$ cat config.mk
export PLATFORM = sky130hd
export DESIGN_NAME = tl45_execute_flat
export DESIGN_NICKNAME = d
export VERILOG_FILES = /design/src/rtl/tl45_execute_if.sv /design/src/rtl/tl45_execute.sv /design/src/flat_wrapper.sv
export SDC_FILE = /design/constraint.sdc
export NUM_CORES = 1
export LEC_CHECK = 0
export ABC_CLOCK_PERIOD_IN_PS = 10500
export CAP_MARGIN = 20
export CORE_MARGIN = 1.5
export CORE_UTILIZATION = 40
export DETAILED_ROUTE_END_ITERATION = 6
export GPL_TIMING_DRIVEN = 1
export PLACE_DENSITY = 0.68
export RECOVER_POWER = 100
export SKIP_CTS_REPAIR_TIMING = 1
export SLEW_MARGIN = 25
export SYNTH_ARGS = -nofsm -noshare
export SYNTH_HDL_FRONTEND = slang
export SYNTH_SLANG_ARGS = --single-unit
$ cat constraint.sdc
create_clock -name i_clk -period 10.5 [get_ports i_clk]
set_input_delay 2.1 -clock i_clk [delete_from_list [all_inputs] [get_ports i_clk]]
set_output_delay 2.1 -clock i_clk [all_outputs]
set_load 0.05 [all_outputs]
$ cat src/rtl/tl45_execute_if.sv
// Register-read -> execute -> memory stage bus for the TL45 execute stage.
// master drives the instruction side and consumes results; slave is the execute stage.
interface tl45_execute_if;
    logic        i_pipe_stall;
    logic        o_pipe_stall;
    logic        i_pipe_flush;
    logic        o_pipe_flush;
    logic [4:0]  i_opcode;
    logic [3:0]  i_dr;
    logic [3:0]  i_sr1;
    logic [3:0]  i_sr2;
    logic [31:0] i_sr1_val;
    logic [31:0] i_sr2_val;
    logic [31:0] i_pc;
    logic [3:0]  i_of1_reg;
    logic [3:0]  i_of2_reg;
    logic [31:0] i_of1_data;
    logic [31:0] i_of2_data;
    logic [4:0]  o_opcode;
    logic [3:0]  o_dr;
    logic [31:0] o_value;
    logic [31:0] o_sr2_val;
    logic [31:0] o_pc;
    logic [3:0]  o_of_reg;
    logic [31:0] o_of_data;
    logic        o_br_taken;
    logic [31:0] o_br_pc;

    modport master (
        output i_pipe_stall, i_pipe_flush, i_opcode, i_dr, i_sr1, i_sr2,
               i_sr1_val, i_sr2_val, i_pc, i_of1_reg, i_of2_reg, i_of1_data, i_of2_data,
        input  o_pipe_stall, o_pipe_flush, o_opcode, o_dr, o_value, o_sr2_val,
               o_pc, o_of_reg, o_of_data, o_br_taken, o_br_pc
    );

    modport slave (
        input  i_pipe_stall, i_pipe_flush, i_opcode, i_dr, i_sr1, i_sr2,
               i_sr1_val, i_sr2_val, i_pc, i_of1_reg, i_of2_reg, i_of1_data, i_of2_data,
        output o_pipe_stall, o_pipe_flush, o_opcode, o_dr, o_value, o_sr2_val,
               o_pc, o_of_reg, o_of_data, o_br_taken, o_br_pc
    );
endinterface

$ cat src/rtl/tl45_execute.sv
// TL45 execute stage: operand wait/snoop, ALU with {Z,N,C,V} flags, conditional jump
// resolution and a registered result buffer with its own forwarding bus.
module tl45_execute (
    input  logic          i_clk,
    input  logic          i_reset,
    tl45_execute_if.slave bus
);
    localparam logic [4:0] OP_ADD = 5'h01, OP_SUB = 5'h02, OP_AND = 5'h04, OP_OR  = 5'h05,
                           OP_XOR = 5'h06, OP_SHL = 5'h07, OP_SHR = 5'h08, OP_JMP = 5'h0C,
                           OP_SW  = 5'h14, OP_LW  = 5'h15;

    typedef enum logic {S_RUN, S_WAIT} state_t;
    state_t state, state_nx;

    logic [4:0]  h_opcode;
    logic [3:0]  h_dr, h_sr1, h_sr2;
    logic [31:0] h_a, h_b, h_pc;
    logic        f_z, f_n, f_c, f_v;
    logic        f_z_nx, f_n_nx, f_c_nx, f_v_nx;

    logic [4:0]  r_opcode, nx_opcode;
    logic [3:0]  r_dr, nx_dr, r_of_reg, nx_of_reg;
    logic [31:0] r_value, nx_value, r_sr2_val, nx_sr2_val, r_pc, nx_pc;
    logic [31:0] r_of_data, nx_of_data, r_br_pc, nx_br_pc;
    logic        r_br_taken, nx_br_taken;

    logic [4:0]  sel_op;
    logic [3:0]  sel_dr, sel_sr1, sel_sr2, op_sr1, op_sr2;
    logic [31:0] sel_a, sel_b, sel_pc, op_a, op_b, alu_res;
    logic [32:0] sn1, sn2, sum;
    logic        squash, run_pending, do_latch, exec, is_alu, alu_c, alu_v, jmp_cond;

    function automatic logic [32:0] snoop(input logic [3:0] want,
                                          input logic [3:0] r0, input logic [31:0] d0,
                                          input logic [3:0] r1, input logic [31:0] d1,
                                          input logic [3:0] r2, input logic [31:0] d2);
        logic [32:0] res;
        res = '0;
        if (want != 4'd0) begin
            if (r0 != 4'd0 && r0 == want)      res = {1'b1, d0};
            else if (r1 != 4'd0 && r1 == want) res = {1'b1, d1};
            else if (r2 != 4'd0 && r2 == want) res = {1'b1, d2};
        end
        return res;
    endfunction

    always_comb begin
        sel_op  = (state == S_RUN) ? bus.i_opcode    : h_opcode;
        sel_dr  = (state == S_RUN) ? bus.i_dr        : h_dr;
        sel_sr1 = (state == S_RUN) ? bus.i_sr1       : h_sr1;
        sel_sr2 = (state == S_RUN) ? bus.i_sr2       : h_sr2;
        sel_a   = (state == S_RUN) ? bus.i_sr1_val   : h_a;
        sel_b   = (state == S_RUN) ? bus.i_sr2_val   : h_b;
        sel_pc  = (state == S_RUN) ? bus.i_pc        : h_pc;

        // Snooping also runs in the latch cycle: the own bus is overwritten by the
        // bubble we emit, so a back-to-back dependency must be caught here.
        sn1 = snoop(sel_sr1, r_of_reg, r_of_data, bus.i_of1_reg, bus.i_of1_data,
                    bus.i_of2_reg, bus.i_of2_data);
        sn2 = snoop(sel_sr2, r_of_reg, r_of_data, bus.i_of1_reg, bus.i_of1_data,
                    bus.i_of2_reg, bus.i_of2_data);
        op_a   = sn1[32] ? sn1[31:0] : sel_a;
        op_b   = sn2[32] ? sn2[31:0] : sel_b;
        op_sr1 = sn1[32] ? 4'd0 : sel_sr1;
        op_sr2 = sn2[32] ? 4'd0 : sel_sr2;

        squash      = (state == S_RUN) && r_br_taken;
        run_pending = (bus.i_sr1 != 4'd0) || (bus.i_sr2 != 4'd0);
        do_latch    = (state == S_RUN) && !squash && run_pending;
        if (state == S_RUN) exec = !squash && !run_pending;
        else                exec = (op_sr1 == 4'd0) && (op_sr2 == 4'd0);

        state_nx = state;
        if (do_latch)                    state_nx = S_WAIT;
        else if (state == S_WAIT && exec) state_nx = S_RUN;

        sum     = {1'b0, op_a} + {1'b0, op_b};
        alu_res = '0;
        alu_c   = 1'b0;
        alu_v   = 1'b0;
        is_alu  = 1'b1;
        case (sel_op)
            OP_ADD: begin
                alu_res = sum[31:0];
                alu_c   = sum[32];
                alu_v   = (op_a[31] == op_b[31]) && (alu_res[31] != op_a[31]);
            end
            OP_SUB: begin
                alu_res = op_a - op_b;
                alu_c   = op_a < op_b;
                alu_v   = (op_a[31] != op_b[31]) && (alu_res[31] != op_a[31]);
            end
            OP_AND:  alu_res = op_a & op_b;
            OP_OR:   alu_res = op_a | op_b;
            OP_XOR:  alu_res = op_a ^ op_b;
            OP_SHL:  alu_res = op_a << op_b[4:0];
            OP_SHR:  alu_res = op_a >> op_b[4:0];
            default: is_alu  = 1'b0;
        endcase

        case (sel_dr)
            4'd0:    jmp_cond = 1'b1;
            4'd1:    jmp_cond = f_z;
            4'd2:    jmp_cond = !f_z;
            4'd3:    jmp_cond = f_n;
            4'd4:    jmp_cond = !f_n;
            4'd5:    jmp_cond = f_c;
            4'd6:    jmp_cond = f_v;
            default: jmp_cond = 1'b0;
        endcase

        nx_opcode   = '0;
        nx_dr       = '0;
        nx_value    = '0;
        nx_sr2_val  = '0;
        nx_pc       = '0;
        nx_of_reg   = '0;
        nx_of_data  = '0;
        nx_br_taken = 1'b0;
        nx_br_pc    = '0;
        f_z_nx = f_z;
        f_n_nx = f_n;
        f_c_nx = f_c;
        f_v_nx = f_v;
        if (exec) begin
            if (is_alu) begin
                nx_opcode  = sel_op;
                nx_dr      = sel_dr;
                nx_value   = alu_res;
                nx_pc      = sel_pc;
                nx_of_reg  = sel_dr;
                nx_of_data = alu_res;
                f_z_nx = (alu_res == 32'd0);
                f_n_nx = alu_res[31];
                f_c_nx = alu_c;
                f_v_nx = alu_v;
            end else if (sel_op == OP_LW || sel_op == OP_SW) begin
                nx_opcode  = sel_op;
                nx_dr      = sel_dr;
                nx_value   = sum[31:0];
                nx_sr2_val = op_b;
                nx_pc      = sel_pc;
            end else if (sel_op == OP_JMP) begin
                nx_opcode   = OP_JMP;
                nx_pc       = sel_pc;
                nx_br_taken = jmp_cond;
                nx_br_pc    = sum[31:0];
            end
        end
    end

    always_ff @(posedge i_clk) begin
        if (i_reset || bus.i_pipe_flush) begin
            state      <= S_RUN;
            h_opcode   <= '0;
            h_dr       <= '0;
            h_sr1      <= '0;
            h_sr2      <= '0;
            h_a        <= '0;
            h_b        <= '0;
            h_pc       <= '0;
            r_opcode   <= '0;
            r_dr       <= '0;
            r_value    <= '0;
            r_sr2_val  <= '0;
            r_pc       <= '0;
            r_of_reg   <= '0;
            r_of_data  <= '0;
            r_br_taken <= 1'b0;
            r_br_pc    <= '0;
            if (i_reset) begin
                f_z <= 1'b0;
                f_n <= 1'b0;
                f_c <= 1'b0;
                f_v <= 1'b0;
            end
        end else if (!bus.i_pipe_stall) begin
            state <= state_nx;
            if (do_latch || state == S_WAIT) begin
                h_opcode <= sel_op;
                h_dr     <= sel_dr;
                h_sr1    <= op_sr1;
                h_sr2    <= op_sr2;
                h_a      <= op_a;
                h_b      <= op_b;
                h_pc     <= sel_pc;
            end
            r_opcode   <= nx_opcode;
            r_dr       <= nx_dr;
            r_value    <= nx_value;
            r_sr2_val  <= nx_sr2_val;
            r_pc       <= nx_pc;
            r_of_reg   <= nx_of_reg;
            r_of_data  <= nx_of_data;
            r_br_taken <= nx_br_taken;
            r_br_pc    <= nx_br_pc;
            f_z <= f_z_nx;
            f_n <= f_n_nx;
            f_c <= f_c_nx;
            f_v <= f_v_nx;
        end
    end

    assign bus.o_pipe_stall = bus.i_pipe_stall | (state == S_WAIT);
    assign bus.o_pipe_flush = bus.i_pipe_flush | r_br_taken;
    assign bus.o_opcode     = r_opcode;
    assign bus.o_dr         = r_dr;
    assign bus.o_value      = r_value;
    assign bus.o_sr2_val    = r_sr2_val;
    assign bus.o_pc         = r_pc;
    assign bus.o_of_reg     = r_of_reg;
    assign bus.o_of_data    = r_of_data;
    assign bus.o_br_taken   = r_br_taken;
    assign bus.o_br_pc      = r_br_pc;
endmodule

$ cat src/flat_wrapper.sv
// flat-port wrapper written by rule: the top's interface ports become plain ports
module tl45_execute_flat 
  (i_clk, i_reset, bus_i_pipe_stall, bus_i_pipe_flush, bus_i_opcode, bus_i_dr, bus_i_sr1, bus_i_sr2, bus_i_sr1_val, bus_i_sr2_val, bus_i_pc, bus_i_of1_reg, bus_i_of2_reg, bus_i_of1_data, bus_i_of2_data, bus_o_pipe_stall, bus_o_pipe_flush, bus_o_opcode, bus_o_dr, bus_o_value, bus_o_sr2_val, bus_o_pc, bus_o_of_reg, bus_o_of_data, bus_o_br_taken, bus_o_br_pc);
  tl45_execute_if bus_i ();
  input  logic i_clk;
  input  logic i_reset;
  input wire logic [$bits(bus_i.i_pipe_stall)-1:0] bus_i_pipe_stall;
  input wire logic [$bits(bus_i.i_pipe_flush)-1:0] bus_i_pipe_flush;
  input wire logic [$bits(bus_i.i_opcode)-1:0] bus_i_opcode;
  input wire logic [$bits(bus_i.i_dr)-1:0] bus_i_dr;
  input wire logic [$bits(bus_i.i_sr1)-1:0] bus_i_sr1;
  input wire logic [$bits(bus_i.i_sr2)-1:0] bus_i_sr2;
  input wire logic [$bits(bus_i.i_sr1_val)-1:0] bus_i_sr1_val;
  input wire logic [$bits(bus_i.i_sr2_val)-1:0] bus_i_sr2_val;
  input wire logic [$bits(bus_i.i_pc)-1:0] bus_i_pc;
  input wire logic [$bits(bus_i.i_of1_reg)-1:0] bus_i_of1_reg;
  input wire logic [$bits(bus_i.i_of2_reg)-1:0] bus_i_of2_reg;
  input wire logic [$bits(bus_i.i_of1_data)-1:0] bus_i_of1_data;
  input wire logic [$bits(bus_i.i_of2_data)-1:0] bus_i_of2_data;
  output wire logic [$bits(bus_i.o_pipe_stall)-1:0] bus_o_pipe_stall;
  output wire logic [$bits(bus_i.o_pipe_flush)-1:0] bus_o_pipe_flush;
  output wire logic [$bits(bus_i.o_opcode)-1:0] bus_o_opcode;
  output wire logic [$bits(bus_i.o_dr)-1:0] bus_o_dr;
  output wire logic [$bits(bus_i.o_value)-1:0] bus_o_value;
  output wire logic [$bits(bus_i.o_sr2_val)-1:0] bus_o_sr2_val;
  output wire logic [$bits(bus_i.o_pc)-1:0] bus_o_pc;
  output wire logic [$bits(bus_i.o_of_reg)-1:0] bus_o_of_reg;
  output wire logic [$bits(bus_i.o_of_data)-1:0] bus_o_of_data;
  output wire logic [$bits(bus_i.o_br_taken)-1:0] bus_o_br_taken;
  output wire logic [$bits(bus_i.o_br_pc)-1:0] bus_o_br_pc;
  assign bus_i.i_pipe_stall = bus_i_pipe_stall;
  assign bus_i.i_pipe_flush = bus_i_pipe_flush;
  assign bus_i.i_opcode = bus_i_opcode;
  assign bus_i.i_dr = bus_i_dr;
  assign bus_i.i_sr1 = bus_i_sr1;
  assign bus_i.i_sr2 = bus_i_sr2;
  assign bus_i.i_sr1_val = bus_i_sr1_val;
  assign bus_i.i_sr2_val = bus_i_sr2_val;
  assign bus_i.i_pc = bus_i_pc;
  assign bus_i.i_of1_reg = bus_i_of1_reg;
  assign bus_i.i_of2_reg = bus_i_of2_reg;
  assign bus_i.i_of1_data = bus_i_of1_data;
  assign bus_i.i_of2_data = bus_i_of2_data;
  assign bus_o_pipe_stall = bus_i.o_pipe_stall;
  assign bus_o_pipe_flush = bus_i.o_pipe_flush;
  assign bus_o_opcode = bus_i.o_opcode;
  assign bus_o_dr = bus_i.o_dr;
  assign bus_o_value = bus_i.o_value;
  assign bus_o_sr2_val = bus_i.o_sr2_val;
  assign bus_o_pc = bus_i.o_pc;
  assign bus_o_of_reg = bus_i.o_of_reg;
  assign bus_o_of_data = bus_i.o_of_data;
  assign bus_o_br_taken = bus_i.o_br_taken;
  assign bus_o_br_pc = bus_i.o_br_pc;
  tl45_execute u_core (.i_clk(i_clk), .i_reset(i_reset), .bus(bus_i));
endmodule
==> results of run 1 <==
==> metal layers <==
metal,vias to the layer above,share of wire [%]
met1,12874,40
met5,-,0.052
met3,325,13
met4,10,5.2
li1,11590,-
met2,1890,42
==> worst min-delay path, cell delays in order (launching register included) <==
cell	delay (ps)
dfxtp_1	300
nand2_1	60
a21oi_1	50
==> synthesized netlist by cell type (all sizes together), types with 14 or more instances <==
cell / instances
dfxtp: 288
mux2i: 180
ha: 91
a22oi: 185
mux2: 65
and3: 28
a31oi: 29
a221oi: 28
a311oi: 18
o21ai: 93
clkbuf: 163
o221ai: 25
nand3: 57
nor2: 486
nand2: 187
buf: 73
nand4: 14
xnor2: 53
o22ai: 65
nand2b: 23
a21oi: 166
a21o: 18
a211oi: 133
o211ai: 41
inv: 98
or3: 23
nor4: 27
nor3: 92
==> logic make-up (layout without fill, tap and decap cells) <==
group / after synthesis / count (layout)
other: 0 / 5
AOI/OAI and AO/OA: 936 / 936
adders and majority gates: 93 / 93
muxes: 245 / 245
DFF: 292 / 292
buffers and inverters: 335 / 643
xor gates and xnor gates: 62 / 62
and+or+nand+nor: 997 / 997
==> metrics by stage <==
step,setup slack (ps),std cells
floorplan,2346,2960
global placement,811.3,3960
detailed placement,787.6,3960
CTS,1329,4023
global route,435.2,4025
finish,773.2,4029
==> how the worst max path moves through the flow <==
stage,endpoint,slack (ps),cells after the start
2_1_floorplan,u_core.f_z$_SDFFCE_PN0P_,2350,29
3_3_place_gp,u_core.f_z$_SDFFCE_PN0P_,810,24
3_5_place_dp,u_core.f_z$_SDFFCE_PN0P_,790,24
4_1_cts,u_core.f_z$_SDFFCE_PN0P_,1330,24
5_1_grt,u_core.f_z$_SDFFCE_PN0P_,440,26
6_report,u_core.f_z$_SDFFCE_PN0P_,770,26
==> cell type report <==
| type | count | area share [%] |
|---|---|---|
| Sequential cell | 292 | 20.69 |
| Multi-Input combinational cell | 2333 | 54.45 |
| Inverter | 99 | 1.314 |
| Antenna cell | 5 | 0.04395 |
| Timing Repair Buffer | 481 | 15.80 |
| Clock buffer | 46 | 3.432 |
| Clock inverter | 17 | 0.9449 |
| Tap cell | 756 | 3.322 |
==> power breakdown <==
part,switching (W),internal [W]
registers,0.0000165,0.00113
logic,0.00148,0.000656
clock network,0.000535,0.000791
==> results.md, run 1 <==
- CTS Sinks: 292
- Min-delay worst type: flip-flop to flip-flop
- Max Slew Vio Count: 302
- FF+latch area: 5889 sq um
- Global routing's busiest layer: met2
- Number of flops mapped to enable cells by yosys: 4
- Global placer's final weighted congestion: 1.062
- Finished Cell Area: 28470 sq um
- Initial antenna violation count: 7
- Post-synthesis xor/xnor area fraction: 2.389%
- Met2 Usage GRT: 64.84%
- Worst path most repeated cell: nor4_1
- Netlist Area Pre-Place: 22730 sq um
- Synthesized area per cell: 7.678 sq um
- Clock H-tree levels: 2
- IO Port Bufs: 364
- Die Ht: 241.4 microns
- Die X: 241.4 microns
- NumNets Final: 3524
- Post-synthesis mux area share: 11.49%
- Largest area contributor in the netlist: dfxtp_1
- F_max: 102.8 MHz
- # DRC: 0
- Worst EP required: 10920 ps
- Row count: 87
- Vias in the first global route: 24530
- Fillcell total: 5562
- Rel. slew slack: -190.8%
- TritonCTS Buffers: 35
- Fin util: 50.59%
- Crit path DAT: 10150 ps
- Synthesis-stage register bit count: 292
- I/O pin count: 365
- Final-report hold violation count: 0
- Post-synthesis cell type count: 100
- Routed WL: 132900 microns
- Cell Area, Placed: 27310 sq um
- Ys flop type: dfxtp_1
- Syn Inst Count: 2960
- WHS: 457.2 ps
- DR WL/cell: 32.98 microns
- FF-to-FF path depth: 25
- Hold Path Origin: u_core.bus.o_opcode[2]$_SDFFE_PN0N_
- Peak supply drop: 120.7 uV
- Max incr delay on CP: 800 ps
- Root buf cell: clkbuf_16
- Pwr Density: 162.0 nW/um^2
- Worst Tran Pin Value: 4361 ps
- CTS max path bufs: 3
- CP endpoint kind: flip-flop
- GRT Total Usage: 43.90%
- RR Endpoint: u_core.f_z$_SDFFCE_PN0P_
- Post-detail-place hpwl: 103600 microns
- Routed Antenna Nets: 0
- Crit Path Max Fanout: 24
- Static Leak: 11.15 nW
- Critical path launch point: bus_i_sr1[2]
- Area occupied by multi-input gates: 15500 sq um
- Pwr Total: 0.004613 W
- Remaining global-route overflow: 0
- Ys async rst share: 0%
- R2R setup slack: 1910 ps
- Final worst path period share: 92.64%
- Initial Utilization: 40.38%
- Sum Neg Setup Slack: 0 ps
- RSZ-0062 raised after global routing: false
- Global-route wire length before repair: 182900 microns
- Failing checks: max-capacitance violations, max-slew violations
- Largest net degree at the start of global routing: 151
- Highest-count cells in the layout ignoring fill and taps: 475 x nor2_1, 287 x dfxtp_1, 185 x clkdlybuf4s50_1, 184 x nand2_1, 184 x a22oi_1
- Via count: 26689
- DRT iter0 DRCs: 3736
- Fin Clk Skew: 20.17 ps
- Status: finished with violations
- Worst R2R Start: u_core.state$_SDFFE_PN0P_
- Layout cells sized above 1: 9.149%
- Critical path's top delay family: compound AO/OA/AOI/OAI gates
- Largest family of logic cells by synthesized area: compound AO/OA/AOI/OAI gates
- Initial DRT Pass Iterations: 6
- Core outline area: 56280 sq um
- Area Overhead vs Synth: 25.27%
- GRT met3 Usage: 15.36%
- Area fraction in compound gates after synthesis: 29.12%
- Mean number of vias per cell: 6.624
- Hold worst-path end: u_core.bus.o_opcode[2]$_SDFFE_PN0N_
- Max-cap violations: 6
- Clk pin slew, worst setup/hold paths: 60 ps
- Total die area: 58260 sq um
- Worst Hold Depth: 2
- Synth top area share: 25.37%
- Met1 Track Usage GR: 57.25%
- Synth Area in Simple Gates: 19.74%
- Adder-Cell Fraction of Synth Area: 5.186%
- Syn Nets: 3242
- Commonest non-fill, non-tap cell in the layout: nor2_1
- Setup Viol. Count Final: 0
- Sequential area share after synthesis: 25.90%
- CTS tree: done
- Synth Warn #: 0
- CP max stage cell: nor4_1
- Fin crit period: 9727 ps
- Synth top area cells: dfxtp_1 25%, nor2_1 7.9%, mux2i_1 7.5%, a22oi_1 6.1%, ha_1 5.0%
- Clk Latency, worst-skew pair: 570 ps
- Critical Path Source Type: input port
- CP bufs+invs: 4
- Crit Path Category: input port to flip-flop
(Power assumes the default switching activity.)
==> inputs of run 2 (changes only) <==
GPL_TIMING_DRIVEN = not set   (was 1)
SKIP_CTS_REPAIR_TIMING = not set   (was 1)
==> results of run 2 <==
Final layout, timing and power as in run 1 (identical DEF).
